[src/rtl/fetch_stage_if.sv]
// Instruction-memory request/response bundle between the IF stage and imem.
//   imem_req   : request valid (fetch -> memory)
//   imem_addr  : request address, stable while imem_req && !imem_ready
//   imem_rdata : returned instruction, valid with imem_ready
//   imem_ready : response strobe for the current request
interface fetch_stage_if;
    logic        imem_req;
    logic [31:0] imem_addr;
    logic [31:0] imem_rdata;
    logic        imem_ready;

    modport master (output imem_req, imem_addr, input imem_rdata, imem_ready);
    modport slave  (input imem_req, imem_addr, output imem_rdata, imem_ready);
endinterface

[src/rtl/fetch_stage.sv]
// Pipeline IF stage: owns the PC, the imem request handshake and the IF/ID
// register. Publishes F_instr/pc to the hazard unit and obeys its stall.
// Redirects (branch_taken/jump) flush IF/ID and take priority over stall.
// Ports:
//   clock, reset          : clock and async active-high reset
//   stall                 : hold PC and IF/ID
//   branch_taken/_target  : branch redirect (wins over jump)
//   jump/jump_target      : jump redirect
//   imem                  : instruction-memory handshake (master side)
//   pc                    : current fetch PC
//   F_instr               : instruction currently in fetch (combinational)
//   IF_ID_instr/pc4/valid : IF/ID pipeline register
//   imem_timeout          : sticky, request unanswered WAIT_LIMIT cycles
module fetch_stage #(
    parameter logic [31:0] RESET_PC   = 32'h0000_0000,
    parameter logic [31:0] NOP_INSTR  = 32'h0000_0000,
    parameter int unsigned WAIT_LIMIT = 255
) (
    input  logic                clock,
    input  logic                reset,
    input  logic                stall,
    input  logic                branch_taken,
    input  logic [31:0]         branch_target,
    input  logic                jump,
    input  logic [31:0]         jump_target,
    fetch_stage_if.master       imem,
    output logic [31:0]         pc,
    output logic [31:0]         F_instr,
    output logic [31:0]         IF_ID_instr,
    output logic [31:0]         IF_ID_pc4,
    output logic                IF_ID_valid,
    output logic                imem_timeout
);
    localparam logic [7:0] LIMIT = 8'(WAIT_LIMIT);

    typedef enum logic [1:0] {IDLE, FETCH, HOLD, SQUASH} state_t;

    state_t      state, state_nxt;
    logic [31:0] hold_buf, hold_nxt;
    logic [31:0] sq_addr, sq_addr_nxt;     // abandoned address kept on the bus in SQUASH
    logic [7:0]  wait_cnt, wait_nxt;
    logic        timeout_nxt;
    logic [31:0] pc_nxt, pc_plus4;
    logic [31:0] ifid_instr_nxt, ifid_pc4_nxt;
    logic        ifid_valid_nxt;
    logic        redirect;
    logic [31:0] target;
    logic        req;

    assign pc_plus4 = pc + 32'd4;
    assign redirect = branch_taken | jump;
    assign target   = branch_taken ? branch_target : jump_target;
    assign req      = (state == FETCH) || (state == SQUASH);

    assign imem.imem_req  = req;
    assign imem.imem_addr = (state == SQUASH) ? sq_addr : pc;

    always_comb begin
        F_instr = NOP_INSTR;
        if (state == FETCH && imem.imem_ready)
            F_instr = imem.imem_rdata;
        else if (state == HOLD)
            F_instr = hold_buf;
    end

    always_comb begin
        state_nxt      = state;
        pc_nxt         = pc;
        hold_nxt       = hold_buf;
        sq_addr_nxt    = sq_addr;
        ifid_instr_nxt = IF_ID_instr;
        ifid_pc4_nxt   = IF_ID_pc4;
        ifid_valid_nxt = IF_ID_valid;

        case (state)
            IDLE: state_nxt = FETCH;
            FETCH: begin
                if (imem.imem_ready && !stall) begin
                    ifid_instr_nxt = imem.imem_rdata;
                    ifid_pc4_nxt   = pc_plus4;
                    ifid_valid_nxt = 1'b1;
                    pc_nxt         = pc_plus4;
                end else if (imem.imem_ready) begin
                    // Keep the returned word so it is not re-fetched after the stall.
                    hold_nxt  = imem.imem_rdata;
                    state_nxt = HOLD;
                end else if (!stall) begin
                    ifid_instr_nxt = NOP_INSTR;
                    ifid_valid_nxt = 1'b0;
                end
            end
            HOLD: begin
                if (!stall) begin
                    ifid_instr_nxt = hold_buf;
                    ifid_pc4_nxt   = pc_plus4;
                    ifid_valid_nxt = 1'b1;
                    pc_nxt         = pc_plus4;
                    state_nxt      = FETCH;
                end
            end
            SQUASH: begin
                if (imem.imem_ready)
                    state_nxt = FETCH;
            end
            default: state_nxt = IDLE;
        endcase

        // Redirect overrides everything above; the sequential word is dropped.
        if (redirect) begin
            pc_nxt = target;
            if (state == SQUASH) begin
                state_nxt = SQUASH;
            end else begin
                hold_nxt       = NOP_INSTR;
                ifid_instr_nxt = NOP_INSTR;
                ifid_valid_nxt = 1'b0;
                if (state == FETCH && !imem.imem_ready) begin
                    // Outstanding request must complete before a new address is issued.
                    state_nxt   = SQUASH;
                    sq_addr_nxt = pc;
                end else begin
                    state_nxt = FETCH;
                end
            end
        end
    end

    always_comb begin
        wait_nxt = wait_cnt;
        if (imem.imem_ready)
            wait_nxt = '0;
        else if (req && wait_cnt != LIMIT)
            wait_nxt = wait_cnt + 8'd1;
        timeout_nxt = imem_timeout | (wait_nxt == LIMIT);
    end

    always_ff @(posedge clock or posedge reset) begin
        if (reset) begin
            state        <= IDLE;
            pc           <= RESET_PC;
            hold_buf     <= NOP_INSTR;
            sq_addr      <= RESET_PC;
            wait_cnt     <= '0;
            imem_timeout <= 1'b0;
            IF_ID_instr  <= NOP_INSTR;
            IF_ID_pc4    <= '0;
            IF_ID_valid  <= 1'b0;
        end else begin
            state        <= state_nxt;
            pc           <= pc_nxt;
            hold_buf     <= hold_nxt;
            sq_addr      <= sq_addr_nxt;
            wait_cnt     <= wait_nxt;
            imem_timeout <= timeout_nxt;
            IF_ID_instr  <= ifid_instr_nxt;
            IF_ID_pc4    <= ifid_pc4_nxt;
            IF_ID_valid  <= ifid_valid_nxt;
        end
    end
endmodule

[src/flat_wrapper.sv]
// flat-port wrapper written by rule: the top's interface ports become plain ports
module fetch_stage_flat 
#(
    parameter logic [31:0] RESET_PC   = 32'h0000_0000,
    parameter logic [31:0] NOP_INSTR  = 32'h0000_0000,
    parameter int unsigned WAIT_LIMIT = 255
)
  (clock, reset, stall, branch_taken, branch_target, jump, jump_target, pc, F_instr, IF_ID_instr, IF_ID_pc4, IF_ID_valid, imem_timeout, imem_imem_req, imem_imem_addr, imem_imem_rdata, imem_imem_ready);
  fetch_stage_if imem_i ();
  input  logic clock;
  input  logic reset;
  input  logic stall;
  input  logic branch_taken;
  input  logic [31:0] branch_target;
  input  logic jump;
  input  logic [31:0] jump_target;
  output logic [31:0] pc;
  output logic [31:0] F_instr;
  output logic [31:0] IF_ID_instr;
  output logic [31:0] IF_ID_pc4;
  output logic IF_ID_valid;
  output logic imem_timeout;
  output wire logic [$bits(imem_i.imem_req)-1:0] imem_imem_req;
  output wire logic [$bits(imem_i.imem_addr)-1:0] imem_imem_addr;
  input wire logic [$bits(imem_i.imem_rdata)-1:0] imem_imem_rdata;
  input wire logic [$bits(imem_i.imem_ready)-1:0] imem_imem_ready;
  assign imem_imem_req = imem_i.imem_req;
  assign imem_imem_addr = imem_i.imem_addr;
  assign imem_i.imem_rdata = imem_imem_rdata;
  assign imem_i.imem_ready = imem_imem_ready;
  fetch_stage #(.RESET_PC(RESET_PC), .NOP_INSTR(NOP_INSTR), .WAIT_LIMIT(WAIT_LIMIT)) u_core (.clock(clock), .reset(reset), .stall(stall), .branch_taken(branch_taken), .branch_target(branch_target), .jump(jump), .jump_target(jump_target), .imem(imem_i), .pc(pc), .F_instr(F_instr), .IF_ID_instr(IF_ID_instr), .IF_ID_pc4(IF_ID_pc4), .IF_ID_valid(IF_ID_valid), .imem_timeout(imem_timeout));
endmodule
[config.mk]
export PLATFORM = sky130hd
export DESIGN_NAME = fetch_stage_flat
export DESIGN_NICKNAME = d
export VERILOG_FILES = /design/src/rtl/fetch_stage_if.sv /design/src/rtl/fetch_stage.sv /design/src/flat_wrapper.sv
export SDC_FILE = /design/constraint.sdc
export NUM_CORES = 1
export LEC_CHECK = 0
export BUFFER_PORTS_ARGS = -buffer_cell sky130_fd_sc_hd__buf_2
export CAP_MARGIN = 10
export CELL_PAD_IN_SITES_DETAIL_PLACEMENT = 0
export CELL_PAD_IN_SITES_GLOBAL_PLACEMENT = 1
export CORE_ASPECT_RATIO = 0.8
export CORE_UTILIZATION = 42
export CTS_BUF_LIST = sky130_fd_sc_hd__clkbuf_4 sky130_fd_sc_hd__clkbuf_8 sky130_fd_sc_hd__clkbuf_16
export DETAILED_ROUTE_END_ITERATION = 8
export GPL_TIMING_DRIVEN = 0
export PLACE_DENSITY = 0.91
export SLEW_MARGIN = 10
export SYNTH_ARGS = -nofsm -noshare
export SYNTH_HDL_FRONTEND = slang
export SYNTH_SLANG_ARGS = --single-unit
[constraint.sdc]
create_clock -name clock -period 8.8 [get_ports clock]
set_clock_uncertainty 0.1 [all_clocks]
set_input_delay 1.76 -clock clock [delete_from_list [all_inputs] [get_ports clock]]
set_output_delay 1.76 -clock clock [all_outputs]
set_load 0.005 [all_outputs]
**Yosys cells after proc, flatten, opt, wreduce, memory -nomap -nowiden**

Index checks and enable logic that the tools add are counted.

- Add/subtract/negate cells: 2
- $mul: 0
- Divide/modulo/power cells: 0
- $lt $le $gt $ge: 0
- Equality and inequality tests: 12
- Shifts and indexed selects: 0
- Mux-type cells: 37
- Bitwise logic cells: 3
- Reductions and logical operators: 14

Operators by type and width:

| kind | number |
|---|---|
| $mux W32 | 18 |
| $pmux W32 S2 | 2 |
| $add A32 B3 Y32 const B | 1 |
| $mux W8 | 2 |
| $ne A3 B2 Y1 const B | 5 |
| $mux W2 | 7 |
| $reduce_and A3 Y1 | 3 |
| $add A8 B1 Y8 const B | 1 |
| $eq A8 B8 Y1 const B | 1 |
| $ne A8 B8 Y1 const B | 1 |
| $pmux W2 S4 | 1 |
| $mux W1 | 6 |
| $eq A2 B2 Y1 const B | 2 |
| $logic_and A1 B1 Y1 | 4 |
| $ne A2 B2 Y1 const B | 2 |
| $reduce_and A4 Y1 | 1 |
| $reduce_bool A3 Y1 | 1 |
| $eq A2 B1 Y1 const B | 1 |
| $logic_not A1 Y1 | 2 |
| $logic_not A2 Y1 | 1 |
| $or A1 B1 Y1 | 2 |
| $pmux W1 S2 | 1 |
| $reduce_bool A2 Y1 | 1 |
| $logic_or A1 B1 Y1 | 1 |
| $not A1 Y1 | 1 |

- Register bits after elaboration: 172
- Latch bits: 0
- Bits in writable memories: 0
- Memory bits (read-only): 0
- Output and inout bits: 163
- Memories kept: 0

**Longest topological paths before layout**

Gate-level depths: netlist of run 1.

- Depth in word-level cells: 7
- Gate-level depth with buffers: 9

**Worst setup path after synthesis of run 1**

OpenSTA, ideal clock, no wires.

- Kind: input-to-output
- Start: input imem_imem_ready
- End: output F_instr[10]
- Data arrival time: 2.911 ns
- Data required time: 6.940 ns
- Setup slack: 4.029 ns
- Stages: 6
- Path buffers: 3
- Path through: buf_2 and2_1 clkbuf_1 nor2b_1 clkbuf_1 a22o_1

- Cells in the longest elaborated chain, start to end: 2

Ends and longest elaborated chain:

| what | RTL line | RTL |
|---|---|---|
| start, declared | flat_wrapper.sv:26 | `input wire logic [$bits(imem_i.imem_ready)-1:0] imem_imem_ready;` |
| $logic_and A1 B1 Y1 | fetch_stage.sv:60 | `if (state == FETCH && imem.imem_ready)` |
| $mux W32 | fetch_stage.sv:60 |  |
| end, declared | flat_wrapper.sv:18 | `output logic [31:0] F_instr;` |

No other way between the ends.

**Final worst setup path of run 1**

- Start: input imem_imem_ready
- End: output F_instr[1]

The elaborated chain is that of the path after synthesis.

==> results_dict.tcl, run 1 <==
set metrics [dict create \
    status "finished, final reports clean" \
    slowest_delay_ps 470 \
    cts_hold_buf 0 \
    pwr-share-seq_pct 35.8 \
    vias 8468 \
    clk_latency_ps 430 \
    portBuffers 262 \
    layout_setup_ws_ps 3490 \
    synth_top_area_share_pct 47.2 \
    grt_overflow 0 \
    path_delay_family "buffers and inverters" \
    cp_data_required_time_ps 6940 \
    period_needed_ps 5310 \
    drcViolationCount 0 \
    yosysMostFrequentCell "dfrtp_1" \
    rsz0062_at_grt "false" \
    syn_avg_cell_area_sq_um 9.62 \
    synthTopCellsByArea "dfrtp_1 47%, mux2_2 7.9%, a22o_1 6.1%" \
    clockPowerShare_pct 25.0 \
    cts_max_level 4 \
    worst_ep_arrival_time_ps 3450 \
    wl_per_cell_um 18.9 \
    drtIter0Drc 609 \
    hold_slack_ps 373 \
    power_mw 3.24 \
    synth_top_flop_cell "dfrtp_1" \
    die_x_um 167 \
    netlist_top_cells_count "172 x dfrtp_1, 138 x nand2_1, 65 x clkbuf_1, 64 x mux2_2, 63 x a22o_1" \
    cts_tree "done" \
    routed_wl_um 28600 \
    root_buffer "clkbuf_16" \
    synth.distinct_cells 53 \
    path_cells "buf_2, and2_1, clkbuf_1, nor2b_1, clkbuf_1, a22o_1, buf_2" \
    combPwrFrac_pct 39.2 \
    grt_max_degree 116 \
    synth_edf_count 0 \
    slew_headroom_pct 21.4 \
    cp_max_fo 10 \
    final_layout_size_suffix_gt1_share_pct 30.6 \
    ir_drop_uv 143 \
    critical_path_class "primary input to primary output" \
    die_area_sq_um 22300 \
    worst_slew_pin_slew_ps 1170 \
    cts-buffers-inserted 17 \
    ys_seq_area_share_pct 47.2 \
    io_pins 265 \
    ant_nets 0 \
    syn_inst 948 \
    clk_pin_slew_ps 70 \
    synthesis.area_sq_um 9120 \
    ys_seq_elements 172 \
    final.setup.tns_ps 0 \
    first_global_vias 8053 \
    setup_violations 0 \
    drv_slew 0 \
    power_per_cell_area_nw_per_um2 284 \
    areaGrowthSynthToFinish_pct 25.3 \
    synthArstFlopShare_pct 100 \
    antenna_found_initial 1 \
    slowest_stage "clkbuf_1" \
    cp_num_buf_inv 4 \
    clockBufferDepth 2 \
    power.leakage_nw 5.31 \
    fmax_mhz 188 \
    cts_setup_buffers 0 \
    p_int_mw 2.02 \
    hold_class "flip-flop to flip-flop" \
    drv_cap 0 \
    grt_use_total_pct 25.8 \
    start_util_pct 43.4 \
    post_cts_resized 0 \
    worst_setup_path_end_kind "primary output" \
    die_h_um 134 \
    synthesis.nets 1055 \
    pre_cts_slack_ps 3520 \
    startpoint_type "primary input" \
    core_sq_um 21000 \
    rows 47 \
    avgViaCountPerCell 5.60 \
    firstDrtPassIters 5 \
    p_switching_mw 1.23 \
    yosysTopAreaCell "dfrtp_1" \
    yosysWarnings 0 \
    switching_share_pct 37.9 \
    fin_nets 1337 \
    dp.final_hpwl_um 20900 \
    clkSinkCount 172 \
    hold_viol_final 0 \
    gp_congestion 0.865 \
    fin_crit_sh_pct 60.3 \
    diodes 0 \
    grt_pass1_wl_um 44800 \
]
## tightest hold or removal path, delay by kind of cell (launching register included)
family | cells | cell delay, ps
flip-flops | 1 | 340
AND/OR/NAND/NOR | 2 | 100
## per-stage QoR
| stage | std cells | util, % | area (sq um) |
|---|---|---|---|
| 2_1_floorplan | 948 | - | 9120 |
| 3_3_place_gp | 1479 | 51.3 | 10800 |
| 3_5_place_dp | 1480 | 51.5 | 10800 |
| 4_1_cts | 1511 | 54.4 | 11400 |
| 5_1_grt | 1511 | 54.4 | 11400 |
| 6_report | 1511 | 54.4 | 11400 |
## path summary, 6_finish.rpt
check,from,end,slack [ps],depth (start not counted)
setup / recovery,imem_imem_ready,F_instr[1],3490,7
hold / removal,u_core.IF_ID_pc4[3]$_DFFE_PP0P_,u_core.IF_ID_pc4[3]$_DFFE_PP0P_,370,2
setup reg to reg,u_core.state[1]$_DFFE_PP0P_,u_core.sq_addr[13]$_DFFE_PP0P_,5740,6
hold reg to reg,u_core.IF_ID_pc4[3]$_DFFE_PP0P_,u_core.IF_ID_pc4[3]$_DFFE_PP0P_,370,2
max in group asynchronous,reset,u_core.IF_ID_pc4[28]$_DFFE_PP0P_,6400,3
min in group asynchronous,reset,u_core.IF_ID_instr[24]$_DFF_PP0_,1260,2
## sequential cells by signal, summed over array words and instances, names as in the netlist
signal and flops:
u_core.imem_timeout 1, u_core.sq_addr 32, u_core.IF_ID_valid 1, u_core.wait_cnt 8, u_core.pc 32, u_core.hold_buf 32
u_core.IF_ID_instr 32, u_core.IF_ID_pc4 32, u_core.state 2
## metal layers
layer | part of all wire [%] | vias up | wire length, um | GRT usage, %
met5 | 0 | - | 0 | 0
met4 | 2.1 | 0 | 597 | 7.87
met3 | 7.4 | 38 | 2130 | 6.76
met2 | 44 | 343 | 12600 | 37.9
met1 | 46 | 4146 | 13300 | 37.4
li1 | - | 3941 | - | -
## layout by cell type (no fill, tap or decap), drive strengths merged, types with 8 or more instances in the layout
cell type,instances
nand3,16
mux2i,11
a211oi,19
nor2,54
inv,14
and2,8
a22oi,32
and3,8
xor2,18
clkbuf,84
a22o,63
xnor2,30
buf,288
a21oi,54
dfrtp,172
nor2b,20
nand4,11
o21ai,44
nand2,138
mux2,64
nor3,16
nor4,11
## power groups by stage
| stage | clock network [mW] | logic (mW) | registers, mW |
|---|---|---|---|
| 6_report | 0.811 | 1.27 | 1.16 |
| 3_5_place_dp | 0 | 1.27 | 1.17 |
| 3_3_place_gp | 0 | 1.25 | 1.16 |
| 2_1_floorplan | 0 | 0.749 | 1.15 |
| 5_1_grt | 0.854 | 1.40 | 1.19 |
| 4_1_cts | 0.819 | 1.28 | 1.16 |
## logic make-up after synthesis
kind of cell,Yosys count,share of synthesized area (%)
buf+inv,99,4.46
xor+xnor,48,4.61
mux,75,9.11
compound gates,245,18.5
flops,172,47.2
simple gates,304,15.4
fa+ha+maj,5,0.686
## final cells by class
type                            count  area, sq um
Clock buffer                       18          439
Fill cell                        1966         9570
Sequential cell                   172         4300
Inverter                            8         37.5
Multi-Input combinational cell    677         4410
Timing Repair Buffer              263         1340
Clock inverter                     13          181
Buffer                             91          377
Tap cell                          269          337
(Power assumes the default switching activity.)
==> run 2: changes to the inputs <==
- ABC_AREA: not set -> 1
- CORE_UTILIZATION: 42 -> 37
- PLACE_DENSITY: 0.91 -> 0.86
- clock period: 8.8 -> 5.05 ns (I/O delays scaled with it)
==> results_dict.tcl, run 2 <==
set metrics [dict create \
    root_buffer "clkbuf_16" \
    synth_top_area_share_pct 46.1 \
    synth_edf_count 0 \
    yosysWarnings 0 \
    fin_crit_sh_pct 69.6 \
    hold_class "flip-flop to flip-flop" \
    cts_max_level 4 \
    firstDrtPassIters 7 \
    areaGrowthSynthToFinish_pct 25.6 \
    grt_overflow 0 \
    switching_share_pct 42.9 \
    io_pins 265 \
    hold_start "u_core.imem_timeout$_DFF_PP0_" \
    portBuffers 263 \
    dpl_cell_area_sq_um 11200 \
    combPwrFrac_pct 42.9 \
    ant_nets 0 \
    critical_path_class "flip-flop to primary output" \
    power_per_cell_area_nw_per_um2 505 \
    hold_slack_ps 361 \
    worstHoldEndpoint "u_core.imem_timeout$_DFF_PP0_" \
    failed_checks "design-rule violations" \
    p_int_mw 3.38 \
    slowest_stage "clkbuf_1" \
    grt_pass1_wl_um 52400 \
    drcViolationCount 10 \
    die_h_um 144 \
    grt_max_degree 34 \
    clockBufferDepth 2 \
    slowest_delay_ps 470 \
    final_layout_size_suffix_gt1_share_pct 22.1 \
    clkSinkCount 172 \
    drv_cap 0 \
    die_area_sq_um 25900 \
    grt_use_total_pct 26.1 \
    reg2reg_depth 10 \
    rows 51 \
    path_cells "inv_1, ha_1, inv_1, clkbuf_1, clkbuf_1, o31ai_1, buf_2" \
    netlist_top_cells_count "367 x nand2_1, 172 x dfrtp_1, 130 x inv_1, 110 x nand3_1, 105 x o21ai_0" \
    ys_seq_elements 172 \
    antenna_found_initial 1 \
    hold_viol_final 0 \
    rrSetupSlack_ps 2500 \
    status "complete, but fails checks" \
    syn_inst 1271 \
    power.leakage_nw 5.95 \
    dp.final_hpwl_um 26200 \
    ys_seq_area_share_pct 46.1 \
    hold_depth 2 \
    synth_top_flop_cell "dfrtp_1" \
    yosysTopAreaCell "dfrtp_1" \
    startpoint "u_core.state[0]$_DFFE_PP0P_" \
    cp_max_fo 10 \
    wl_per_cell_um 18.0 \
    setup_violations 0 \
    synthesis.nets 1378 \
    cts_tree "done" \
    die_x_um 180 \
    clockPowerShare_pct 22.4 \
    rsz0062_at_grt "false" \
    r2r_start "u_core.state[0]$_DFFE_PP0P_" \
    cts_hold_buf 0 \
    worst_setup_path_end_kind "primary output" \
    met1_length_um 17400 \
    ir_drop_uv 248 \
    drv_slew 0 \
    syn_avg_cell_area_sq_um 7.35 \
    synth.distinct_cells 35 \
    vias 10000 \
    fin_nets 1665 \
    period_needed_ps 3510 \
    first_global_vias 9025 \
    mostFrequentLayoutCell "nand2_1" \
    avgViaCountPerCell 5.31 \
    post_cts_resized 0 \
    start_util_pct 38.0 \
    final_cell_mix "367 x nand2_1, 288 x buf_2, 172 x dfrtp_1, 129 x inv_1, 110 x nand3_1" \
    synthesis.area_sq_um 9340 \
    finalInstanceArea_sq_um 11700 \
    worst_ep_arrival_time_ps 2400 \
    yosysMostFrequentCell "nand2_1" \
    synthArstFlopShare_pct 100 \
    cp_data_required_time_ps 3940 \
    gp_congestion 0.956 \
    routed_wl_um 34000 \
    clk_latency_ps 430 \
    clk_pin_slew_ps 70 \
    drtIter0Drc 911 \
    wl_met3_um 1930 \
    cts_setup_buffers 0 \
    p_switching_mw 2.54 \
    startpoint_type "flip-flop" \
    fmax_mhz 285 \
    synthTopCellsByArea "dfrtp_1 46%, nand2_1 15%, nand3_1 5.9%" \
    final.setup.tns_ps 0 \
    worst_slew_pin_slew_ps 758 \
    dr.max_layer_used "met4" \
    wl_met2_um 14200 \
    pwr-share-seq_pct 34.6 \
    cts-buffers-inserted 17 \
    slew_headroom_pct 49.5 \
    timing.rr.end "u_core.pc[16]$_DFFE_PP0P_" \
    core_sq_um 24600 \
]
[run 2: cell count changes after synthesis, sizes merged, moves of 29 or more]
| cell | before | now |
|---|---|---|
| o22ai | 5 | 41 |
| nand3 | 16 | 111 |
| a22o | 63 | 0 |
| inv | 8 | 134 |
| mux2 | 64 | 0 |
| a22oi | 32 | 3 |
| nand2 | 138 | 372 |
| nor2 | 54 | 99 |
| xnor2 | 30 | 0 |
| o21ai | 44 | 126 |
[run 2: worst max-delay path: cells and delay by family, from the launching register on]
family / cells / cell delay (ps)
AO/OA/AOI/OAI: 1 / 190
flip-flops: 1 / 410
buffers and inverters: 5 / 1160
adder cells (fa/ha/maj): 1 / 200
[run 2: kinds of logic (layout without fill, tap and decap cells)]
| kind of cell | count (synthesis) | count (layout) | share of synthesized area [%] |
|---|---|---|---|
| simple gates | 600 | 600 | 26.4 |
| other cells | 0 | 1 | 0 |
| buf+inv | 211 | 509 | 9.09 |
| flops | 172 | 172 | 46.1 |
| fa+ha+maj | 5 | 5 | 0.670 |
| compound gates | 278 | 278 | 17.3 |
| xor+xnor | 5 | 5 | 0.469 |
[run 2: final cells by class]
cell class | count | area [sq um]
antenna | 1 | 2.50
buffer | 77 | 347
clock buffer | 20 | 454
clock inverter | 10 | 119
fill | 2536 | 12800
inverter | 134 | 507
multi-input combinational | 888 | 4190
sequential | 172 | 4300
tap | 318 | 398
timing repair buffer | 268 | 1420
[run 2: power groups by stage]
| stage | logic (mW) | registers (mW) | clock network [mW] |
|---|---|---|---|
| 2_1_floorplan | 1.44 | 2.03 | 0 |
| 3_3_place_gp | 2.48 | 2.05 | 0 |
| 3_5_place_dp | 2.52 | 2.07 | 0 |
| 4_1_cts | 2.53 | 2.05 | 1.34 |
| 5_1_grt | 2.85 | 2.11 | 1.40 |
| 6_report | 2.54 | 2.05 | 1.33 |
[run 2: per-layer routing]
layer / global-route usage (%) / vias to the layer above
li1: - / 4743
met1: 41.5 / 4915
met2: 36.5 / 338
met3: 3.65 / 28
met4: 6.40 / 0
met5: 0 / -
[run 2: stage by stage]
stage / power (mW) / std cells / setup WS [ps] / util (%)
3_3_place_gp: 4.53 / 1852 / 488 / 45.0
6_report: 5.93 / 1888 / 1540 / 47.8
3_5_place_dp: 4.58 / 1857 / 1730 / 45.4
2_1_floorplan: 3.47 / 1271 / 1740 / -
5_1_grt: 6.35 / 1888 / 1360 / 47.8
4_1_cts: 5.92 / 1887 / 1570 / 47.8
[run 2: worst max path at each step]
| stage | end | slack (ps) | cells after the start |
|---|---|---|---|
| floorplan | u_core.IF_ID_instr[0]$_DFF_PP0_ | 1740 | 1 |
| global placement | u_core.IF_ID_instr[19]$_DFF_PP0_ | 490 | 2 |
| detailed placement | F_instr[27] | 1730 | 7 |
| CTS | F_instr[27] | 1570 | 7 |
| global route | imem_imem_addr[16] | 1360 | 6 |
| finish | F_instr[27] | 1540 | 7 |
